**src/rtl/simd_rs_pkg.sv**
```systemverilog
// Shared types and constants for the SIMD reservation station.
package simd_rs_pkg;

  localparam int XLEN        = 64;
  localparam int RS_DEPTH    = 8;
  localparam int IDX_LEN     = $clog2(RS_DEPTH);
  localparam int EU_CTL_LEN  = 4;
  localparam int EXCEPT_LEN  = 2;
  localparam int ROB_IDX_LEN = 6;

  // Lifecycle of one reservation-station slot. EMPTY must encode as zero so
  // that a zeroed entry is a free entry.
  typedef enum logic [2:0] {
    RS_EMPTY     = 3'd0,
    RS_PENDING   = 3'd1,
    RS_READY     = 3'd2,
    RS_EXECUTING = 3'd3,
    RS_COMPLETED = 3'd4
  } rs_state_t;

  typedef struct packed {
    rs_state_t               state;
    logic [EU_CTL_LEN-1:0]   ctl;
    logic                    rs1_ready;
    logic [ROB_IDX_LEN-1:0]  rs1_idx;
    logic [XLEN-1:0]         rs1_value;
    logic                    rs2_ready;
    logic [ROB_IDX_LEN-1:0]  rs2_idx;
    logic [XLEN-1:0]         rs2_value;
    logic [ROB_IDX_LEN-1:0]  dest_idx;
    logic [XLEN-1:0]         result;
    logic                    except_raised;
    logic [EXCEPT_LEN-1:0]   except_code;
  } simd_rs_entry_t;

  // True when a still-missing operand is produced by the current CDB broadcast.
  function automatic logic cdb_hit(input logic                   op_ready,
                                   input logic [ROB_IDX_LEN-1:0] op_tag,
                                   input logic                   cdb_valid,
                                   input logic [ROB_IDX_LEN-1:0] cdb_idx);
    return !op_ready && cdb_valid && (op_tag == cdb_idx);
  endfunction

endpackage

```
**src/rtl/simd_rs_if.sv**
```systemverilog
// Issue, EU, CDB and flush signals of the SIMD reservation station.
// Names carry the _i/_o direction as seen from the reservation station.
interface simd_rs_if;
  import simd_rs_pkg::*;

  logic                    flush_i;

  logic                    issue_valid_i;
  logic                    issue_ready_o;
  logic [EU_CTL_LEN-1:0]   issue_eu_ctl_i;
  logic                    issue_rs1_ready_i;
  logic [ROB_IDX_LEN-1:0]  issue_rs1_idx_i;
  logic [XLEN-1:0]         issue_rs1_value_i;
  logic                    issue_rs2_ready_i;
  logic [ROB_IDX_LEN-1:0]  issue_rs2_idx_i;
  logic [XLEN-1:0]         issue_rs2_value_i;
  logic [ROB_IDX_LEN-1:0]  issue_dest_idx_i;

  logic                    eu_valid_o;
  logic                    eu_ready_i;
  logic [EU_CTL_LEN-1:0]   eu_ctl_o;
  logic [XLEN-1:0]         eu_rs1_o;
  logic [XLEN-1:0]         eu_rs2_o;
  logic [IDX_LEN-1:0]      eu_entry_idx_o;

  logic                    eu_valid_i;
  logic                    eu_ready_o;
  logic [IDX_LEN-1:0]      eu_entry_idx_i;
  logic [XLEN-1:0]         eu_result_i;
  logic                    eu_except_raised_i;
  logic [EXCEPT_LEN-1:0]   eu_except_code_i;

  logic                    cdb_valid_i;
  logic [ROB_IDX_LEN-1:0]  cdb_idx_i;
  logic [XLEN-1:0]         cdb_value_i;

  logic                    cdb_valid_o;
  logic                    cdb_ready_i;
  logic [ROB_IDX_LEN-1:0]  cdb_idx_o;
  logic [XLEN-1:0]         cdb_value_o;
  logic                    cdb_except_raised_o;
  logic [EXCEPT_LEN-1:0]   cdb_except_code_o;

  // Surrounding pipeline: issue stage, EU and CDB arbiter.
  modport master (
    output flush_i,
    output issue_valid_i, issue_eu_ctl_i,
    output issue_rs1_ready_i, issue_rs1_idx_i, issue_rs1_value_i,
    output issue_rs2_ready_i, issue_rs2_idx_i, issue_rs2_value_i,
    output issue_dest_idx_i,
    input  issue_ready_o,
    input  eu_valid_o, eu_ctl_o, eu_rs1_o, eu_rs2_o, eu_entry_idx_o,
    output eu_ready_i,
    output eu_valid_i, eu_entry_idx_i, eu_result_i, eu_except_raised_i, eu_except_code_i,
    input  eu_ready_o,
    output cdb_valid_i, cdb_idx_i, cdb_value_i,
    input  cdb_valid_o, cdb_idx_o, cdb_value_o, cdb_except_raised_o, cdb_except_code_o,
    output cdb_ready_i
  );

  // Reservation station itself.
  modport slave (
    input  flush_i,
    input  issue_valid_i, issue_eu_ctl_i,
    input  issue_rs1_ready_i, issue_rs1_idx_i, issue_rs1_value_i,
    input  issue_rs2_ready_i, issue_rs2_idx_i, issue_rs2_value_i,
    input  issue_dest_idx_i,
    output issue_ready_o,
    output eu_valid_o, eu_ctl_o, eu_rs1_o, eu_rs2_o, eu_entry_idx_o,
    input  eu_ready_i,
    input  eu_valid_i, eu_entry_idx_i, eu_result_i, eu_except_raised_i, eu_except_code_i,
    output eu_ready_o,
    input  cdb_valid_i, cdb_idx_i, cdb_value_i,
    output cdb_valid_o, cdb_idx_o, cdb_value_o, cdb_except_raised_o, cdb_except_code_o,
    input  cdb_ready_i
  );

endinterface

```
**src/rtl/simd_rs_prio_enc.sv**
```systemverilog
// Lowest-index-first priority encoder: request vector -> any + winning index.
module prio_enc #(
  parameter int N = 8,
  parameter int W = (N > 1) ? $clog2(N) : 1
) (
  input  logic [N-1:0] req_i,
  output logic         valid_o,
  output logic [W-1:0] idx_o
);

  // Scan from the top down so the lowest set bit is the last one written.
  always_comb begin
    valid_o = |req_i;
    idx_o   = '0;
    for (int i = N - 1; i >= 0; i--) begin
      if (req_i[i]) idx_o = W'(i);
    end
  end

endmodule

```
**src/rtl/simd_rs.sv**
```systemverilog
// SIMD reservation station: holds issued ops until operands arrive, dispatches
// them to the EU, collects results and broadcasts them on the CDB.
module simd_rs
  import simd_rs_pkg::*;
(
  input logic      clk_i,
  input logic      rst_n_i,
  simd_rs_if.slave rs
);

  simd_rs_entry_t entries_q [RS_DEPTH];
  simd_rs_entry_t entries_d [RS_DEPTH];
  simd_rs_entry_t new_entry;

  logic [RS_DEPTH-1:0] empty_vec;
  logic [RS_DEPTH-1:0] ready_vec;
  logic [RS_DEPTH-1:0] completed_vec;

  logic               alloc_valid, disp_valid, wb_valid;
  logic [IDX_LEN-1:0] alloc_idx, disp_idx, wb_idx;
  logic               rs1_hit, rs2_hit;
  logic               result_ok;

  for (genvar gi = 0; gi < RS_DEPTH; gi++) begin : g_state_vec
    assign empty_vec[gi]     = (entries_q[gi].state == RS_EMPTY);
    assign ready_vec[gi]     = (entries_q[gi].state == RS_READY);
    assign completed_vec[gi] = (entries_q[gi].state == RS_COMPLETED);
  end

  prio_enc #(.N(RS_DEPTH), .W(IDX_LEN)) u_alloc_enc (
    .req_i(empty_vec), .valid_o(alloc_valid), .idx_o(alloc_idx)
  );
  prio_enc #(.N(RS_DEPTH), .W(IDX_LEN)) u_disp_enc (
    .req_i(ready_vec), .valid_o(disp_valid), .idx_o(disp_idx)
  );
  prio_enc #(.N(RS_DEPTH), .W(IDX_LEN)) u_wb_enc (
    .req_i(completed_vec), .valid_o(wb_valid), .idx_o(wb_idx)
  );

  // Outputs depend on registered state only; data is zeroed when not valid.
  assign rs.issue_ready_o       = alloc_valid;
  assign rs.eu_valid_o          = disp_valid;
  assign rs.eu_ctl_o            = disp_valid ? entries_q[disp_idx].ctl : '0;
  assign rs.eu_rs1_o            = disp_valid ? entries_q[disp_idx].rs1_value : '0;
  assign rs.eu_rs2_o            = disp_valid ? entries_q[disp_idx].rs2_value : '0;
  assign rs.eu_entry_idx_o      = disp_valid ? disp_idx : '0;
  assign rs.eu_ready_o          = 1'b1;
  assign rs.cdb_valid_o         = wb_valid;
  assign rs.cdb_idx_o           = wb_valid ? entries_q[wb_idx].dest_idx : '0;
  assign rs.cdb_value_o         = wb_valid ? entries_q[wb_idx].result : '0;
  assign rs.cdb_except_raised_o = wb_valid ? entries_q[wb_idx].except_raised : 1'b0;
  assign rs.cdb_except_code_o   = wb_valid ? entries_q[wb_idx].except_code : '0;

  assign result_ok = (entries_q[rs.eu_entry_idx_i].state == RS_EXECUTING);

  // Build the entry being issued, capturing an operand broadcast this very cycle.
  always_comb begin
    new_entry          = '0;
    rs1_hit            = cdb_hit(rs.issue_rs1_ready_i, rs.issue_rs1_idx_i,
                                 rs.cdb_valid_i, rs.cdb_idx_i);
    rs2_hit            = cdb_hit(rs.issue_rs2_ready_i, rs.issue_rs2_idx_i,
                                 rs.cdb_valid_i, rs.cdb_idx_i);
    new_entry.ctl      = rs.issue_eu_ctl_i;
    new_entry.dest_idx = rs.issue_dest_idx_i;
    new_entry.rs1_idx  = rs.issue_rs1_idx_i;
    new_entry.rs2_idx  = rs.issue_rs2_idx_i;
    new_entry.rs1_ready = rs.issue_rs1_ready_i | rs1_hit;
    new_entry.rs2_ready = rs.issue_rs2_ready_i | rs2_hit;
    new_entry.rs1_value = rs.issue_rs1_ready_i ? rs.issue_rs1_value_i :
                          (rs1_hit ? rs.cdb_value_i : '0);
    new_entry.rs2_value = rs.issue_rs2_ready_i ? rs.issue_rs2_value_i :
                          (rs2_hit ? rs.cdb_value_i : '0);
    new_entry.state     = (new_entry.rs1_ready && new_entry.rs2_ready) ? RS_READY : RS_PENDING;
  end

  // Per-cycle entry update: snoop, dispatch, result, writeback, allocate, flush.
  always_comb begin
    for (int i = 0; i < RS_DEPTH; i++) entries_d[i] = entries_q[i];

    for (int i = 0; i < RS_DEPTH; i++) begin
      if (entries_q[i].state == RS_PENDING) begin
        if (cdb_hit(entries_q[i].rs1_ready, entries_q[i].rs1_idx, rs.cdb_valid_i, rs.cdb_idx_i)) begin
          entries_d[i].rs1_ready = 1'b1;
          entries_d[i].rs1_value = rs.cdb_value_i;
        end
        if (cdb_hit(entries_q[i].rs2_ready, entries_q[i].rs2_idx, rs.cdb_valid_i, rs.cdb_idx_i)) begin
          entries_d[i].rs2_ready = 1'b1;
          entries_d[i].rs2_value = rs.cdb_value_i;
        end
        if (entries_d[i].rs1_ready && entries_d[i].rs2_ready) entries_d[i].state = RS_READY;
      end
    end

    if (disp_valid && rs.eu_ready_i) entries_d[disp_idx].state = RS_EXECUTING;

    // Results for entries that are not executing are dropped.
    if (rs.eu_valid_i && result_ok) begin
      entries_d[rs.eu_entry_idx_i].state         = RS_COMPLETED;
      entries_d[rs.eu_entry_idx_i].result        = rs.eu_result_i;
      entries_d[rs.eu_entry_idx_i].except_raised = rs.eu_except_raised_i;
      entries_d[rs.eu_entry_idx_i].except_code   = rs.eu_except_code_i;
    end

    if (wb_valid && rs.cdb_ready_i) entries_d[wb_idx].state = RS_EMPTY;

    // The allocated slot was EMPTY in registered state, so it never collides
    // with the slot freed by writeback in the same cycle.
    if (rs.issue_valid_i && alloc_valid) entries_d[alloc_idx] = new_entry;

    if (rs.flush_i) begin
      for (int i = 0; i < RS_DEPTH; i++) entries_d[i] = '0;
    end
  end

  // Entry storage; reset empties and zeroes every slot immediately.
  always_ff @(posedge clk_i or negedge rst_n_i) begin
    if (!rst_n_i) begin
      for (int i = 0; i < RS_DEPTH; i++) entries_q[i] <= '0;
    end else begin
      for (int i = 0; i < RS_DEPTH; i++) entries_q[i] <= entries_d[i];
    end
  end

  a_result_for_executing: assert property (
    @(posedge clk_i) disable iff (!rst_n_i) rs.eu_valid_i |-> result_ok
  );

endmodule
```
**src/flat_wrapper.sv**
```systemverilog
// flat-port wrapper written by rule: the top's interface ports become plain ports
module simd_rs_flat import simd_rs_pkg::*;
  (clk_i, rst_n_i, rs_flush_i, rs_issue_valid_i, rs_issue_eu_ctl_i, rs_issue_rs1_ready_i, rs_issue_rs1_idx_i, rs_issue_rs1_value_i, rs_issue_rs2_ready_i, rs_issue_rs2_idx_i, rs_issue_rs2_value_i, rs_issue_dest_idx_i, rs_issue_ready_o, rs_eu_valid_o, rs_eu_ctl_o, rs_eu_rs1_o, rs_eu_rs2_o, rs_eu_entry_idx_o, rs_eu_ready_i, rs_eu_valid_i, rs_eu_entry_idx_i, rs_eu_result_i, rs_eu_except_raised_i, rs_eu_except_code_i, rs_eu_ready_o, rs_cdb_valid_i, rs_cdb_idx_i, rs_cdb_value_i, rs_cdb_valid_o, rs_cdb_idx_o, rs_cdb_value_o, rs_cdb_except_raised_o, rs_cdb_except_code_o, rs_cdb_ready_i);
  simd_rs_if rs_i ();
  input logic clk_i;
  input logic rst_n_i;
  input wire logic [$bits(rs_i.flush_i)-1:0] rs_flush_i;
  input wire logic [$bits(rs_i.issue_valid_i)-1:0] rs_issue_valid_i;
  input wire logic [$bits(rs_i.issue_eu_ctl_i)-1:0] rs_issue_eu_ctl_i;
  input wire logic [$bits(rs_i.issue_rs1_ready_i)-1:0] rs_issue_rs1_ready_i;
  input wire logic [$bits(rs_i.issue_rs1_idx_i)-1:0] rs_issue_rs1_idx_i;
  input wire logic [$bits(rs_i.issue_rs1_value_i)-1:0] rs_issue_rs1_value_i;
  input wire logic [$bits(rs_i.issue_rs2_ready_i)-1:0] rs_issue_rs2_ready_i;
  input wire logic [$bits(rs_i.issue_rs2_idx_i)-1:0] rs_issue_rs2_idx_i;
  input wire logic [$bits(rs_i.issue_rs2_value_i)-1:0] rs_issue_rs2_value_i;
  input wire logic [$bits(rs_i.issue_dest_idx_i)-1:0] rs_issue_dest_idx_i;
  output wire logic [$bits(rs_i.issue_ready_o)-1:0] rs_issue_ready_o;
  output wire logic [$bits(rs_i.eu_valid_o)-1:0] rs_eu_valid_o;
  output wire logic [$bits(rs_i.eu_ctl_o)-1:0] rs_eu_ctl_o;
  output wire logic [$bits(rs_i.eu_rs1_o)-1:0] rs_eu_rs1_o;
  output wire logic [$bits(rs_i.eu_rs2_o)-1:0] rs_eu_rs2_o;
  output wire logic [$bits(rs_i.eu_entry_idx_o)-1:0] rs_eu_entry_idx_o;
  input wire logic [$bits(rs_i.eu_ready_i)-1:0] rs_eu_ready_i;
  input wire logic [$bits(rs_i.eu_valid_i)-1:0] rs_eu_valid_i;
  input wire logic [$bits(rs_i.eu_entry_idx_i)-1:0] rs_eu_entry_idx_i;
  input wire logic [$bits(rs_i.eu_result_i)-1:0] rs_eu_result_i;
  input wire logic [$bits(rs_i.eu_except_raised_i)-1:0] rs_eu_except_raised_i;
  input wire logic [$bits(rs_i.eu_except_code_i)-1:0] rs_eu_except_code_i;
  output wire logic [$bits(rs_i.eu_ready_o)-1:0] rs_eu_ready_o;
  input wire logic [$bits(rs_i.cdb_valid_i)-1:0] rs_cdb_valid_i;
  input wire logic [$bits(rs_i.cdb_idx_i)-1:0] rs_cdb_idx_i;
  input wire logic [$bits(rs_i.cdb_value_i)-1:0] rs_cdb_value_i;
  output wire logic [$bits(rs_i.cdb_valid_o)-1:0] rs_cdb_valid_o;
  output wire logic [$bits(rs_i.cdb_idx_o)-1:0] rs_cdb_idx_o;
  output wire logic [$bits(rs_i.cdb_value_o)-1:0] rs_cdb_value_o;
  output wire logic [$bits(rs_i.cdb_except_raised_o)-1:0] rs_cdb_except_raised_o;
  output wire logic [$bits(rs_i.cdb_except_code_o)-1:0] rs_cdb_except_code_o;
  input wire logic [$bits(rs_i.cdb_ready_i)-1:0] rs_cdb_ready_i;
  assign rs_i.flush_i = rs_flush_i;
  assign rs_i.issue_valid_i = rs_issue_valid_i;
  assign rs_i.issue_eu_ctl_i = rs_issue_eu_ctl_i;
  assign rs_i.issue_rs1_ready_i = rs_issue_rs1_ready_i;
  assign rs_i.issue_rs1_idx_i = rs_issue_rs1_idx_i;
  assign rs_i.issue_rs1_value_i = rs_issue_rs1_value_i;
  assign rs_i.issue_rs2_ready_i = rs_issue_rs2_ready_i;
  assign rs_i.issue_rs2_idx_i = rs_issue_rs2_idx_i;
  assign rs_i.issue_rs2_value_i = rs_issue_rs2_value_i;
  assign rs_i.issue_dest_idx_i = rs_issue_dest_idx_i;
  assign rs_issue_ready_o = rs_i.issue_ready_o;
  assign rs_eu_valid_o = rs_i.eu_valid_o;
  assign rs_eu_ctl_o = rs_i.eu_ctl_o;
  assign rs_eu_rs1_o = rs_i.eu_rs1_o;
  assign rs_eu_rs2_o = rs_i.eu_rs2_o;
  assign rs_eu_entry_idx_o = rs_i.eu_entry_idx_o;
  assign rs_i.eu_ready_i = rs_eu_ready_i;
  assign rs_i.eu_valid_i = rs_eu_valid_i;
  assign rs_i.eu_entry_idx_i = rs_eu_entry_idx_i;
  assign rs_i.eu_result_i = rs_eu_result_i;
  assign rs_i.eu_except_raised_i = rs_eu_except_raised_i;
  assign rs_i.eu_except_code_i = rs_eu_except_code_i;
  assign rs_eu_ready_o = rs_i.eu_ready_o;
  assign rs_i.cdb_valid_i = rs_cdb_valid_i;
  assign rs_i.cdb_idx_i = rs_cdb_idx_i;
  assign rs_i.cdb_value_i = rs_cdb_value_i;
  assign rs_cdb_valid_o = rs_i.cdb_valid_o;
  assign rs_cdb_idx_o = rs_i.cdb_idx_o;
  assign rs_cdb_value_o = rs_i.cdb_value_o;
  assign rs_cdb_except_raised_o = rs_i.cdb_except_raised_o;
  assign rs_cdb_except_code_o = rs_i.cdb_except_code_o;
  assign rs_i.cdb_ready_i = rs_cdb_ready_i;
  simd_rs u_core (.clk_i(clk_i), .rst_n_i(rst_n_i), .rs(rs_i));
endmodule
```
**config.mk**
```make
export PLATFORM = sky130hd
export DESIGN_NAME = simd_rs_flat
export DESIGN_NICKNAME = d
export VERILOG_FILES = /design/src/rtl/simd_rs_pkg.sv /design/src/rtl/simd_rs_if.sv /design/src/rtl/simd_rs_prio_enc.sv /design/src/rtl/simd_rs.sv /design/src/flat_wrapper.sv
export SDC_FILE = /design/constraint.sdc
export NUM_CORES = 2
export LEC_CHECK = 0
export CAP_MARGIN = 20
export CORE_ASPECT_RATIO = 0.8
export CORE_MARGIN = 2
export CORE_UTILIZATION = 28
export CTS_BUF_LIST = sky130_fd_sc_hd__clkbuf_4
export DETAILED_ROUTE_END_ITERATION = 6
export DONT_BUFFER_PORTS = 1
export PLACE_DENSITY_LB_ADDON = 0.05
export RECOVER_POWER = 50
export SYNTH_ARGS = -nofsm -noshare
export SYNTH_HDL_FRONTEND = slang
export SYNTH_SLANG_ARGS = --single-unit
```
**constraint.sdc**
```tcl
create_clock -name clk_i -period 6 [get_ports clk_i]
set_input_delay 1.5 -clock clk_i [delete_from_list [all_inputs] [get_ports clk_i]]
set_output_delay 1.5 -clock clk_i [all_outputs]
set_load 0.005 [all_outputs]
```
; ---- Word-level counts from Yosys, hierarchy flattened
; Cells that the tools add are included.
[classes]
n_lt_le_gt_ge = 8
eq_ne = 43
muxes = 160
n_bitwise = 6
n_reduce_logical = 82
[op_table]
columns = cell, n
row1 = bitwise mux 1776 bit, 7
row2 = 2-to-1 mux 1776 bit, 5
row3 = demux 222 bit (select 3 bit), 7
row4 = binary-select mux 222 bit (select 3 bit), 3
row5 = 2-to-1 mux 64 bit, 31
row6 = 2-to-1 mux 222 bit, 6
row7 = 2-to-1 mux 65 bit, 8
row8 = 2-to-1 mux 219 bit, 2
row9 = 2-to-1 mux 73 bit, 2
row10 = 2-to-1 mux 3 bit, 42
row11 = == test 6 bit, 18
row12 = 2-to-1 mux 67 bit, 1
row13 = logical AND 1 bit, 53
row14 = 2-to-1 mux 1 bit, 41
row15 = "== test 3 x 2 -> 1 bit, second input constant", 9
row16 = "== test 3 x 1 -> 1 bit, second input constant", 8
row17 = "== test 3 bit, second input constant", 8
row18 = logical NOT 3 bit, 8
row19 = OR reduction 8 bit, 3
row20 = logical NOT 1 bit, 18
row21 = ">= comparator 4 bit, second input constant", 4
row22 = "less-than comparator 4 x 1 -> 1 bit, second input constant", 4
row23 = inverter 3 -> 4 bit, 4
row24 = 2-to-1 mux 2 bit, 3
row25 = 3 further kinds, 4
[totals]
regBits = 1776
word_cells = 395

; ---- Longest topological paths before layout
[logic_depth]
ltp_word = 26
depth_mapped = 11
mapped_depth_nobuf = 7

; ---- By module
; From an unflattened synthesis, not the netlist that was laid out.
[unflattened]
hier_cells = 9367
hier_area_um2 = 96998.0
[by_module_without_submodules]
columns = module, n_inst, cells_per_inst, area_per_inst_um2
row1 = simd_rs, 1, 9328, 96754.0
row2 = prio_enc, 3, 13, 81.3

; ---- Worst setup path before layout
; OpenSTA, ideal clock, no wires.
[synth_timing]
kind = reg-to-output
from = reg, netlist name u_core.entries_q[1330]
to = out rs_cdb_except_code_o[0]
arrival_ps = 2231
required_time_ps = 4500
path_slack_ps = 2269
stages_incl_launch_ff = 11
n_path_buf = 4
path_cell_list = dfrtp_1 -> buf_2 -> or3b_1 -> and2_1 -> buf_2 -> a311oi_2 -> buf_2 -> buf_2 -> o22ai_1 -> a211o_1 -> a21oi_1
[synth_between]
elab_chain_cells = 9
word_cells_on_any_way = 10
classes_between = eq/ne (1) / mux (7) / bitwise (1) / reduce/logical (1)
[synth_rtl]
columns = element, line
row1 = == test 3 bit (*), simd_rs.sv:27  ; assign completed_vec[gi] = (entries_q[gi].state == RS_COMPLETED);
row2 = 2-to-1 mux 3 bit (3 in series), simd_rs_prio_enc.sv:16  ; if (req_i[i]) idx_o = W'(i);
row3 = inverter 3 -> 4 bit (implied by the code), simd_rs.sv:52  ; assign rs.cdb_except_code_o = wb_valid ? entries_q[wb_idx].except_code : '0;
row4 = binary-select mux 222 bit (select 3 bit), simd_rs.sv:52
row5 = 2-to-1 mux 73 bit (2 in series), --
row6 = 2-to-1 mux 2 bit (*), simd_rs.sv:52
row7 = end: declaration, flat_wrapper.sv:37  ; output wire logic [$bits(rs_i.cdb_except_code_o)-1:0] rs_cdb_except_code_o;
; Mark *: on every way between the ends. The rest lies on a longest branch, timed or not. The select of a mux whose other input is x is not followed.

; ---- Worst setup path in the final report
[layout_timing]
from = reg, netlist name u_core.entries_q[1109]
to = out rs_eu_rs1_o[56]
[layout_between]
elab_chain_cells = 10
word_cells_on_any_way = 11
classes_between = eq/ne (1) / mux (8) / bitwise (1) / reduce/logical (1)
[layout_rtl]
columns = element, line
row1 = == test 3 x 2 -> 1 bit (*), simd_rs.sv:26  ; assign ready_vec[gi] = (entries_q[gi].state == RS_READY);
row2 = 2-to-1 mux 3 bit (4 in series), simd_rs_prio_enc.sv:16
row3 = inverter 3 -> 4 bit (implied by the code), simd_rs.sv:44  ; assign rs.eu_rs1_o = disp_valid ? entries_q[disp_idx].rs1_value : '0;
row4 = binary-select mux 222 bit (select 3 bit), simd_rs.sv:44
row5 = 2-to-1 mux 219 bit (2 in series), --
row6 = 2-to-1 mux 64 bit (*), simd_rs.sv:44
row7 = end: declaration, flat_wrapper.sv:20  ; output wire logic [$bits(rs_i.eu_rs1_o)-1:0] rs_eu_rs1_o;
; Marks and branches as above.

==> results.md <==
* Status: complete, but fails checks
* Failing checks: design-rule violations, max-capacitance violations, max-slew violations
* Clock skew at 192 ps
* Largest register FFs at 1,776
* Syn_nets at 10,476
* Maximum vdd ir drop at 0.183 mV
* WP data required at 4500 ps
* Final TNS setup at 0 ps
* WP buf/inv at 2
* Gr usage total at 30.3%
* Placed cells at 13,677
* Synthesized area at 93,700 µm²
* Slew HR at -135%
* GPL Wtd Cong at 0.790
* Routed WL per cell at 35.8 µm
* Initial antenna violation count at 71
* CP Max Fanout at 40
* Minimum hold slack at 141 ps
* Post-Syn Instances at 10,176
* Yosys reg bits at 1,776
* Crit path cell chain: or3b_2, nand2_8, buf_16, nor3_1, o21ai_0, o221ai_1, o21ai_1, buf_4
* Actual slew at the worst max-slew pin at 3520 ps
* CP max-delay cell: or3b_2
* Total iterations of the first detailed-routing run at 7
* Hold Path Class: input port to register
* CTS Buf Count at 547
* Area occupied by multi-input gates at 45,100 µm²
* NumNets Final at 10,410
* Critical Path Source Type: register
* Vias at 89,109
* Max Clock Freq at 169 MHz
* H-tree depth at 6
* Max cap viols at 26
* Core Area at 332,000 µm²
* Initial core utilization at 28.2%
* IO buf count at 0
* Post-synth EDFFs at 0
* GRT overflow at 0
* Biggest register: u_core.entries_q
* Max-slew violations at 1,560
* Sequential cell area at 44,500 µm²
* Fin area at 109,000 µm²
* Cell Pwr Density at 249 nW/µm²
* WP data arrival at 4430 ps
* Non-Filler Instances at 14,875
* DIE AREA at 339,000 µm²
* Layout cell share with drive strength beyond 1 at 13.6%
* WL final at 533,000 µm
* Commonest non-fill, non-tap cell in the layout: dfrtp_1
* Reg-to-reg setup timing slack at 820 ps
* Leading cell types in the layout, fill and taps excluded: 1,759 x dfrtp_1, 1,587 x nand2_1, 989 x mux2i_1
* Critical path's top delay family: simple AND/OR/NAND/NOR gates
* Area post-placement at 98,500 µm²
* Synth async-reset ratio at 100%
* Setup CP Type: register to output pin
* Static leakage power at 43.8 nW
* Largest net degree at the start of global routing at 283
* Die width at 651 µm
* Crit path time final at 5930 ps
* CTS tree: built
* Fillers at 34,459
* Final period util at 98.8%
* Crit path capture type: output pin
* Later-pin clock latency in the skew report at 1620 ps
* Power Total at 27.2 mW
* Setup violations, final at 0
* I/O Pins at 512
* Root Buffer: clkbuf_4
* DRC Markers at 1
* Syn Area/Cell at 9.21 µm²
* Place WS at 737 ps
* Initial DRC count at 9,659
* First-pass GRT wire length at 737,000 µm
* Post-synthesis sequential area ratio at 47.4%
* DR vias/cell at 5.99
* Most used DFF post-synth: dfrtp_1
* DRT antenna net count at 0
* Area grow syn2layout at 16.4%
* Clock Sinks at 1,776
* Post-DP HPWL at 268,000 µm
* Vias in the first global route at 88,424
* Die height at 521 µm
* Max incr delay on CP at 570 ps
* Clk slew on worst S/H paths at 70 ps
* Distinct cell type count after synthesis at 81
* Worst setup margin at 71.3 ps
* RSZ-0062 raised after global routing: yes
* Longest Clk Path Bufs at 4
* Post-layout util at 32.8%
* Std-Cell Rows at 189
* Synth warnings at 0
* Final hold viol count at 0
* Biggest regs: u_core.entries_q x1776
cells in the mapped netlist, drive strengths merged, types with 22 or more instances:
| master | n | area share (%) |
|---|---|---|
| nor2b | 22 | 0.15 |
| mux2i | 989 | 11 |
| xnor2 | 50 | 0.47 |
| nor2 | 961 | 3.9 |
| a2bb2oi | 64 | 0.60 |
| o211ai | 103 | 0.83 |
| o21ai | 208 | 1.1 |
| a311oi | 144 | 1.4 |
| clkbuf | 909 | 3.7 |
| o221ai | 179 | 1.7 |
| a22oi | 38 | 0.30 |
| buf | 319 | 1.8 |
| dfrtp | 1776 | 47 |
| nand2 | 1603 | 6.4 |
| a22o | 118 | 1.1 |
| a21oi | 770 | 4.1 |
| o22ai | 704 | 4.7 |
| xor2 | 58 | 0.54 |
| o22a | 76 | 0.71 |
| or3 | 42 | 0.28 |
| nor3 | 108 | 0.58 |
| a211oi | 618 | 5.0 |
| a211o | 103 | 0.96 |
metal layers:
| metal | up-vias | track usage (%) | share of wire, % |
|---|---|---|---|
| met3 | 1007 | 6.64 | 8.0 |
| met2 | 4614 | 45.1 | 43 |
| met4 | 34 | 11.1 | 3.7 |
| met1 | 46293 | 42.8 | 45 |
| li1 | 37161 | - | - |
| met5 | - | 0 | 0.041 |
worst paths after layout:
path                                                endpoint  cells after the start                             start
min in group asynchronous   u_core.entries_q[1517]$_DFF_PN0_                      2                           rst_n_i
setup reg to reg           u_core.entries_q[960]$_DFFE_PN0P_                      8  u_core.entries_q[1109]$_DFF_PN0_
hold reg to reg              u_core.entries_q[491]$_DFF_PN0_                      2   u_core.entries_q[491]$_DFF_PN0_
setup / recovery                             rs_eu_rs1_o[56]                      8  u_core.entries_q[1109]$_DFF_PN0_
max in group asynchronous   u_core.entries_q[1699]$_DFF_PN0_                      3                           rst_n_i
hold / removal              u_core.entries_q[1532]$_DFF_PN0_                      2                rs_cdb_value_i[56]
cells by family (layout without fill, tap and decap cells):
group	count (synthesis)	count (layout)	synth area share [%]
AO/OA/AOI/OAI	3167	3167	22.8
AND/OR/NAND/NOR	2872	2876	12.4
flip-flops	1776	1776	47.4
buffers and inverters	1244	1499	5.54
multiplexers	1008	1008	10.8
XOR/XNOR	108	108	1.01
other	1	48	0.00400
power breakdown:
part           leakage (nW)  switching, mW  internal (mW)  total, mW
combinational          15.2           1.92          0.681       2.60
sequential             24.7          0.114           12.2       12.3
clock                  3.87           6.07           6.26       12.3
repair_timing:
item                                    CTS  global route
pin swaps                                19             3
setup endpoints to repair               205             3
gates resized for setup                 206             1
cloned                                   29             0
hold buffers                            200             0
endpoints found under the hold margin  1390             0
setup buffers                            48             0
final cells by class:
| type | count | area share [%] |
|---|---|---|
| multi-input combinational | 7160 | 41.3 |
| inverter | 16 | 0.0734 |
| clock buffer | 764 | 5.26 |
| tap | 4393 | 5.04 |
| timing repair buffer | 609 | 6.72 |
| clock inverter | 110 | 0.704 |
| sequential | 1776 | 40.8 |
| antenna | 47 | 0.108 |
(Power assumes the default switching activity.)
